===== src/rtl/serial_subtractor_pkg.sv =====
// serial_subtractor_pkg: state encoding and CPSR-style flag bit positions shared by the subtractor
package serial_subtractor_pkg;
  localparam logic [1:0] S_IDLE = 2'd0;
  localparam logic [1:0] S_RUN  = 2'd1;
  localparam logic [1:0] S_DONE = 2'd2;
  localparam int FLAG_N = 3;
  localparam int FLAG_Z = 2;
  localparam int FLAG_C = 1;
  localparam int FLAG_V = 0;
endpackage


===== src/rtl/serial_subtractor_full_subtractor.sv =====
// full_subtractor: gate-level one-bit a - b - borrow_in cell
module full_subtractor (
  input  logic a,
  input  logic b,
  input  logic borrow_in,
  output logic diff,
  output logic borrow_out
);
  assign diff       = a ^ b ^ borrow_in;
  assign borrow_out = (~a & b) | (~a & borrow_in) | (b & borrow_in);
endmodule


===== src/rtl/serial_subtractor.sv =====
// serial_subtractor: bit-serial LSB-first A - B with N/Z/C/V flags
module serial_subtractor
  import serial_subtractor_pkg::*;
#(
  parameter int WIDTH = 64
) (
  input  logic             clk,
  input  logic             rst_n,
  input  logic             start,
  input  logic [WIDTH-1:0] minuend,
  input  logic [WIDTH-1:0] subtrahend,
  output logic             ready,
  output logic             busy,
  output logic             done,
  output logic [WIDTH-1:0] difference,
  output logic             flag_n,
  output logic             flag_z,
  output logic             flag_c,
  output logic             flag_v
);
  localparam int CNT_W = $clog2(WIDTH);
  logic [1:0]       state;
  logic [WIDTH-1:0] a_sr, b_sr, res;
  logic [CNT_W-1:0] count;
  logic [3:0]       flags;
  logic             borrow, zacc, a_msb, b_msb, d, bout, last;
  full_subtractor u_fs (
    .a         (a_sr[0]),
    .b         (b_sr[0]),
    .borrow_in (borrow),
    .diff      (d),
    .borrow_out(bout)
  );
  assign last       = count == CNT_W'(WIDTH - 1);
  assign ready      = state == S_IDLE;
  assign busy       = state == S_RUN;
  assign done       = state == S_DONE;
  assign difference = res;
  assign flag_n     = flags[FLAG_N];
  assign flag_z     = flags[FLAG_Z];
  assign flag_c     = flags[FLAG_C];
  assign flag_v     = flags[FLAG_V];
  // Operand capture, one subtractor bit per RUN cycle, flag latch on the final bit
  always_ff @(posedge clk or negedge rst_n) begin
    if (!rst_n) begin
      state  <= S_IDLE;
      a_sr   <= '0;
      b_sr   <= '0;
      res    <= '0;
      count  <= '0;
      flags  <= '0;
      borrow <= 1'b0;
      zacc   <= 1'b0;
      a_msb  <= 1'b0;
      b_msb  <= 1'b0;
    end else if (state == S_IDLE && start) begin
      a_sr   <= minuend;
      b_sr   <= subtrahend;
      a_msb  <= minuend[WIDTH-1];
      b_msb  <= subtrahend[WIDTH-1];
      borrow <= 1'b0;
      count  <= '0;
      zacc   <= 1'b1;
      state  <= S_RUN;
    end else if (state == S_RUN) begin
      res    <= {d, res[WIDTH-1:1]};
      a_sr   <= a_sr >> 1;
      b_sr   <= b_sr >> 1;
      borrow <= bout;
      zacc   <= zacc & ~d;
      count  <= count + CNT_W'(1);
      if (last) begin
        flags[FLAG_N] <= d;
        flags[FLAG_Z] <= zacc & ~d;
        flags[FLAG_C] <= ~bout;
        flags[FLAG_V] <= (a_msb != b_msb) && (d != a_msb);
        state         <= S_DONE;
      end
    end else if (state == S_DONE) begin
      state <= S_IDLE;
    end
  end
endmodule

===== config.mk =====
export PLATFORM = sky130hd
export DESIGN_NAME = serial_subtractor
export DESIGN_NICKNAME = d
export VERILOG_FILES = /design/src/rtl/serial_subtractor_pkg.sv /design/src/rtl/serial_subtractor_full_subtractor.sv /design/src/rtl/serial_subtractor.sv
export SDC_FILE = /design/constraint.sdc
export NUM_CORES = 1
export LEC_CHECK = 0
export CAP_MARGIN = 40
export CORE_MARGIN = 2
export CORE_UTILIZATION = 45
export DETAILED_ROUTE_END_ITERATION = 12
export DONT_BUFFER_PORTS = 1
export PLACE_DENSITY = 0.56
export SLEW_MARGIN = 10
export SYNTH_ARGS = -nofsm -noshare
export SYNTH_HDL_FRONTEND = slang
export SYNTH_SLANG_ARGS = --single-unit

===== constraint.sdc =====
create_clock -name clk -period 1.8 [get_ports clk]
set_input_delay 0.18 -clock clk [delete_from_list [all_inputs] [get_ports clk]]
set_output_delay 0.18 -clock clk [all_outputs]
set_load 0.02 [all_outputs]

==> flow_summary.json, run 1 <==
{
  "cts.clk_slew.worst_paths_ps": 60,
  "power_frac_clock_pct": 23.8,
  "netlist_area_um2": 8980,
  "initial_core_util_pct": 46.0,
  "ys_warn_count": 0,
  "hold_ws_ps": -620,
  "io_buffer_count": 0,
  "vias_per_cell": 5.14,
  "wire_per_inst_um": 16.3,
  "synth-seq-cells": 208,
  "rsz0062_at_grt": "false",
  "chipHeight_um": 145,
  "p_seq_share_pct": 40.9,
  "dieWidth_um": 145,
  "synthTopCellsByArea": "dfrtp_1 (58%), mux2i_1 (14%), mux2_2 (8.5%), o21ai_0 (7.2%), nand2_1 (5.5%)",
  "p_leak_nw": 5.14,
  "wl_um": 18900,
  "grt_pass1_vias": 6385,
  "cp_data_required_time_ps": 1620,
  "crit_path_start_kind": "register",
  "grt_start_max_net_pins": 209,
  "hp-class": "input port to async pin",
  "setup_slack_ps": 109,
  "worstPathArrival_ps": 1510,
  "reg2reg_depth": 6,
  "antennaDiodeCount": 0,
  "reg2reg_from": "state[1]",
  "path_class": "register to output pin",
  "comb_power_share_pct": 35.2,
  "first_pass_iters": 4,
  "ios": 202,
  "switching_power_mw": 6.46,
  "grt_overflow": 0,
  "period_share_pct": 94.0,
  "coreArea_um2": 19500,
  "rows": 51,
  "timing.final.hold_violations": 208,
  "maxCapViolCount": 0,
  "power_density_nw_per_um2": 1690,
  "fmax_mhz": 591,
  "maxSlewViolCount": 0,
  "hold_buffers": 128,
  "finClkSkew_ps": 10.2,
  "outcome": "finished, violations left",
  "final_layout_size_suffix_gt1_share_pct": 14.1,
  "synth_top_area_cell": "dfrtp_1",
  "grtUsageTotal_pct": 17.9,
  "place.gp.congestion": 0.731,
  "synth-edff-count": 0,
  "drc": 0,
  "synth_flop_cell": "dfrtp_1",
  "ys_async_sr_fraction_pct": 100,
  "tns_ps": 0,
  "cts_root_buffer": "clkbuf_16",
  "synth-seq-area-share_pct": 57.9,
  "area_growth_pct": 27.1,
  "cts_buffers": 23,
  "finalPower_mw": 19.3,
  "synth_area_per_cell_um2": 11.8,
  "yosysTopAreaCellShare_pct": 57.9,
  "cts_tree": "yes",
  "violations": "negative hold slack",
  "finalSetupViolations": 0,
  "htreeDepth": 1,
  "grt_pass1_wl_um": 31900,
  "ant_nets": 0,
  "place_ws_ps": 177,
  "insertion_delay_ps": 490,
  "via_count": 5953,
  "internal_power_mw": 12.9,
  "maxSlewHeadroom_pct": 65.2,
  "startpoint": "state[1]",
  "synthCells": 759,
  "cts.sinks": 208,
  "hpwl_um": 11700,
  "nNetsFinal": 1016,
  "ir_worst_vdd_uv": 844,
  "ys_types": 30,
  "synth_most_common_cell": "dfrtp_1",
  "worst-path-max-fanout": 14,
  "period_minus_slack_ps": 1690,
  "synth_commonest_cells": "dfrtp_1 (208), nand2_1 (131), o21ai_0 (129)",
  "utilization_pct": 58.5,
  "r2r_setup_slack_ps": 140,
  "clk_path_buf_depth": 3,
  "swShare_pct": 33.5,
  "endpoint_kind": "output pin",
  "max_slew.worst_pin.slew_ps": 522,
  "die_area_um2": 21100,
  "antenna_found_initial": 0,
  "synth_fp_nets": 895,
  "drt_iter0_markers": 244,
  "r2r-end": "difference[40]",
  "crit_end": "busy"
}
[worst min path at each step]
stage                     cells past startpoint       end  start
after floorplan                               0     a_msb  rst_n
after global placement                        0  b_sr[17]  rst_n
after detailed placement                      0  b_sr[18]  rst_n
after CTS                                     0  b_sr[18]  rst_n
after global routing                          0  b_sr[18]  rst_n
final                                         0  b_sr[18]  rst_n
[layout by cell type (no fill, tap or decap), drive strengths merged, types with 2 or more instances in the layout]
cell and instances:
a22o 2, buf 20, bufinv 3, clkbuf 30, clkinv 4, clkinvlp 2, dfrtp 208, dlygate4sd3 128
ha 4, inv 6, mux2 68, mux2i 127, nand2 131, nand4 3, nor2 11, o21ai 129
xor2 3
[cell type report]
cell class,instances,area [um^2]
Inverter,6,22.5
Sequential cell,208,5200
Timing Repair Buffer,149,1660
Tap cell,265,332
Fill cell,1575,8110
Clock buffer,30,612
Clock inverter,9,125
Multi-Input combinational cell,492,3460
[power by group through the flow]
| stage | Sequential (mW) | Clock, mW | Combinational, mW |
|---|---|---|---|
| after global placement | 7.92 | 0 | 6.15 |
| final | 7.90 | 4.60 | 6.80 |
| after CTS | 7.91 | 4.75 | 6.85 |
| after detailed placement | 7.98 | 0 | 6.40 |
| after floorplan | 7.60 | 0 | 5.26 |
| after global routing | 8.16 | 4.95 | 7.57 |
[per-layer routing]
layer | share of wire [%] | up-vias | track usage [%]
met2 | 47 | 175 | 28.9
met1 | 44 | 2877 | 23.8
met4 | 2.0 | 0 | 3.87
li1 | - | 2870 | -
met3 | 7.3 | 31 | 5.47
met5 | 0 | - | 0
[through the flow]
step	hold WS (ps)	instances	cell area, um^2
after global placement	-108	989	9330
after detailed placement	-108	989	9330
final	-620	1159	11400
after global routing	-643	1159	11400
after CTS	-640	1159	11400
after floorplan	-116	759	8980
[kinds of logic (layout without fill, tap and decap cells)]
logic type | Yosys count | after routing | share of synthesized area [%]
AO/OA/AOI/OAI | 138 | 138 | 7.98
flip-flops | 208 | 208 | 57.9
multiplexers | 195 | 195 | 22.7
adder cells (fa/ha/maj) | 5 | 5 | 0.780
buffers and inverters | 59 | 194 | 3.68
AND/OR/NAND/NOR | 150 | 150 | 6.55
XOR/XNOR | 4 | 4 | 0.390
[registers in the layout, indices dropped and copies added (netlist names)]
register / flops
b_sr: 64
b_msb: 1
borrow: 1
a_msb: 1
zacc: 1
a_sr: 64
count: 6
flags: 4
difference: 64
state: 2
[critical path: stages, from the launching register on]
cell     delay (ps)
dfrtp_1         400
inv_1           120
ha_4            160
buf_12          170
buf_16          170
[what timing repair did]
action / in CTS / in global routing
setup buffers: 2 / 0
hold endpoints to repair: 338 / 208
resized for setup: 1 / 1
setup endpoints to repair: 1 / 3
gates cloned: 1 / 0
Power figures use the tool's default switching activity.
==> inputs of run 2 (changes only) <==
REMOVE_ABC_BUFFERS = 1   (was default)
SKIP_CTS_REPAIR_TIMING = 1   (was default)
==> run 2 against run 1 <==
Compared with the run above: the flow still finishes with violations (negative hold slack); worst setup slack worse by 33 ps; sequential cell count unchanged; non-clock buffer count up 12; global-route usage down 2.0 points; clock-buffer cell count up 4; hold slack better by 2.4 ps; clock skew down 3.7 ps; combinational power about the same; routed wire length down 4.6%; total power down 1.4%; critical path type unchanged.
==> flow_summary.json, run 2 (same netlist as run 1, synthesis figures left out) <==
{
  "maxSlewHeadroom_pct": 71.8,
  "switching_power_mw": 6.32,
  "antennaDiodeCount": 0,
  "cts_tree": "yes",
  "first_pass_iters": 4,
  "path_class": "register to output pin",
  "cts.clk_slew.worst_paths_ps": 60,
  "grt_start_max_net_pins": 209,
  "hpwl_um": 11400,
  "coreArea_um2": 19500,
  "htreeDepth": 1,
  "p_seq_share_pct": 41.2,
  "power_frac_clock_pct": 23.2,
  "wire_per_inst_um": 15.4,
  "grt_pass1_wl_um": 28200,
  "drt_iter0_markers": 182,
  "fillers": 1624,
  "swShare_pct": 33.2,
  "crit_path_start_kind": "register",
  "violations": "negative hold slack",
  "cts_root_buffer": "clkbuf_16",
  "final_layout_size_suffix_gt1_share_pct": 15.2,
  "hp-class": "input port to async pin",
  "insertion_delay_ps": 490,
  "hold_ws_ps": -618,
  "power_density_nw_per_um2": 1670,
  "ios": 202,
  "grtUsageTotal_pct": 15.9,
  "fmax_mhz": 580,
  "nNetsFinal": 1028,
  "layout_commonest_cell": "dfrtp_1",
  "finClkSkew_ps": 6.48,
  "comb_power_share_pct": 35.6,
  "grt_pass1_vias": 5552,
  "ir_worst_vdd_uv": 888,
  "place.gp.congestion": 0.736,
  "grt_overflow": 0,
  "outcome": "finished, violations left",
  "worstPathArrival_ps": 1540,
  "via_count": 5947,
  "wl_um": 18000,
  "worst-path-max-fanout": 9,
  "p_leak_nw": 5.18,
  "drc": 0,
  "dieWidth_um": 145,
  "clk_path_buf_depth": 3,
  "finalSetupViolations": 0,
  "endpoint_kind": "output pin",
  "period_share_pct": 95.8,
  "ant_nets": 0,
  "die_area_um2": 21100,
  "finalPower_mw": 19.1,
  "utilization_pct": 58.5,
  "cp_data_required_time_ps": 1620,
  "rsz0062_at_grt": "false",
  "io_buffer_count": 0,
  "cts_buffers": 23,
  "vias_per_cell": 5.08,
  "maxSlewViolCount": 0,
  "internal_power_mw": 12.7,
  "antenna_found_initial": 0,
  "period_minus_slack_ps": 1720,
  "rows": 51,
  "maxCapViolCount": 0,
  "mostFrequentLayoutCells": "dfrtp_1 (208), nand2_1 (131), o21ai_0 (129)",
  "max_slew.worst_pin.slew_ps": 423,
  "cts.sinks": 208,
  "timing.final.hold_violations": 208,
  "area_growth_pct": 27.2,
  "initial_core_util_pct": 46.0,
  "chipHeight_um": 145
}
[run 2: cell types whose count changed in the layout (fill, tap and decap cells not counted), moves of 2 or more]
cell | previous run | this run
buf_12 | 14 | 11
bufinv_16 | 3 | 1
clkbuf_8 | 1 | 5
clkinvlp_4 | 2 | 0
buf_4 | 5 | 20
[run 2: layer usage]
metal  track usage [%]  share of wire, %
met1              21.2                45
met2              24.8                47
met3              5.66               6.6
met4              4.17               1.7
met5                 0                 0
[run 2: critical path, cell delays in order (launching register included)]
cell	delay, ps
dfrtp_1	420
ha_4	200
buf_6	140
buf_12	140
buf_4	150
[run 2: final timing paths]
check	startpoint	to	slack (ps)	cells after the start
max	state[0]	busy	80	4
min	rst_n	difference[44]	-620	0
max reg2reg	state[1]	b_sr[51]	150	6
min reg2reg	zacc	zacc	480	1
max in group asynchronous	rst_n	a_sr[3]	2120	0
min in group clk	start	count[4]	30	2
[run 2: through the flow]
stage | instance area, um^2 | setup slack (ps) | hold slack, ps | TNS, ps | std cells
after floorplan | 8670 | -6350 | -116 | -1156830 | 706
after global placement | 9270 | 202 | -111 | 0 | 988
after detailed placement | 9270 | 120 | -110 | 0 | 988
after CTS | 9990 | -248 | -639 | -248 | 1027
after global routing | 11400 | 0.889 | -646 | 0 | 1171
final | 11400 | 75.4 | -618 | 0 | 1171
[run 2: final cells by class]
type / instances / area (um^2) / share of cell area [%]
Clock buffer: 34 / 667 / 5.84
Clock inverter: 5 / 50.0 / 0.438
Inverter: 6 / 22.5 / 0.197
Multi-Input combinational cell: 492 / 3460 / 30.3
Sequential cell: 208 / 5200 / 45.6
Tap cell: 265 / 332 / 2.90
Timing Repair Buffer: 161 / 1690 / 14.8
[run 2: power by group through the flow]
stage               clock network (mW)  logic [mW]  registers (mW)
floorplan                            0        3.29            7.53
global placement                     0        5.98            7.87
detailed placement                   0        6.23            7.95
CTS                               4.56        6.23            7.88
global route                      4.77        7.57            8.12
finish                            4.41        6.78            7.86
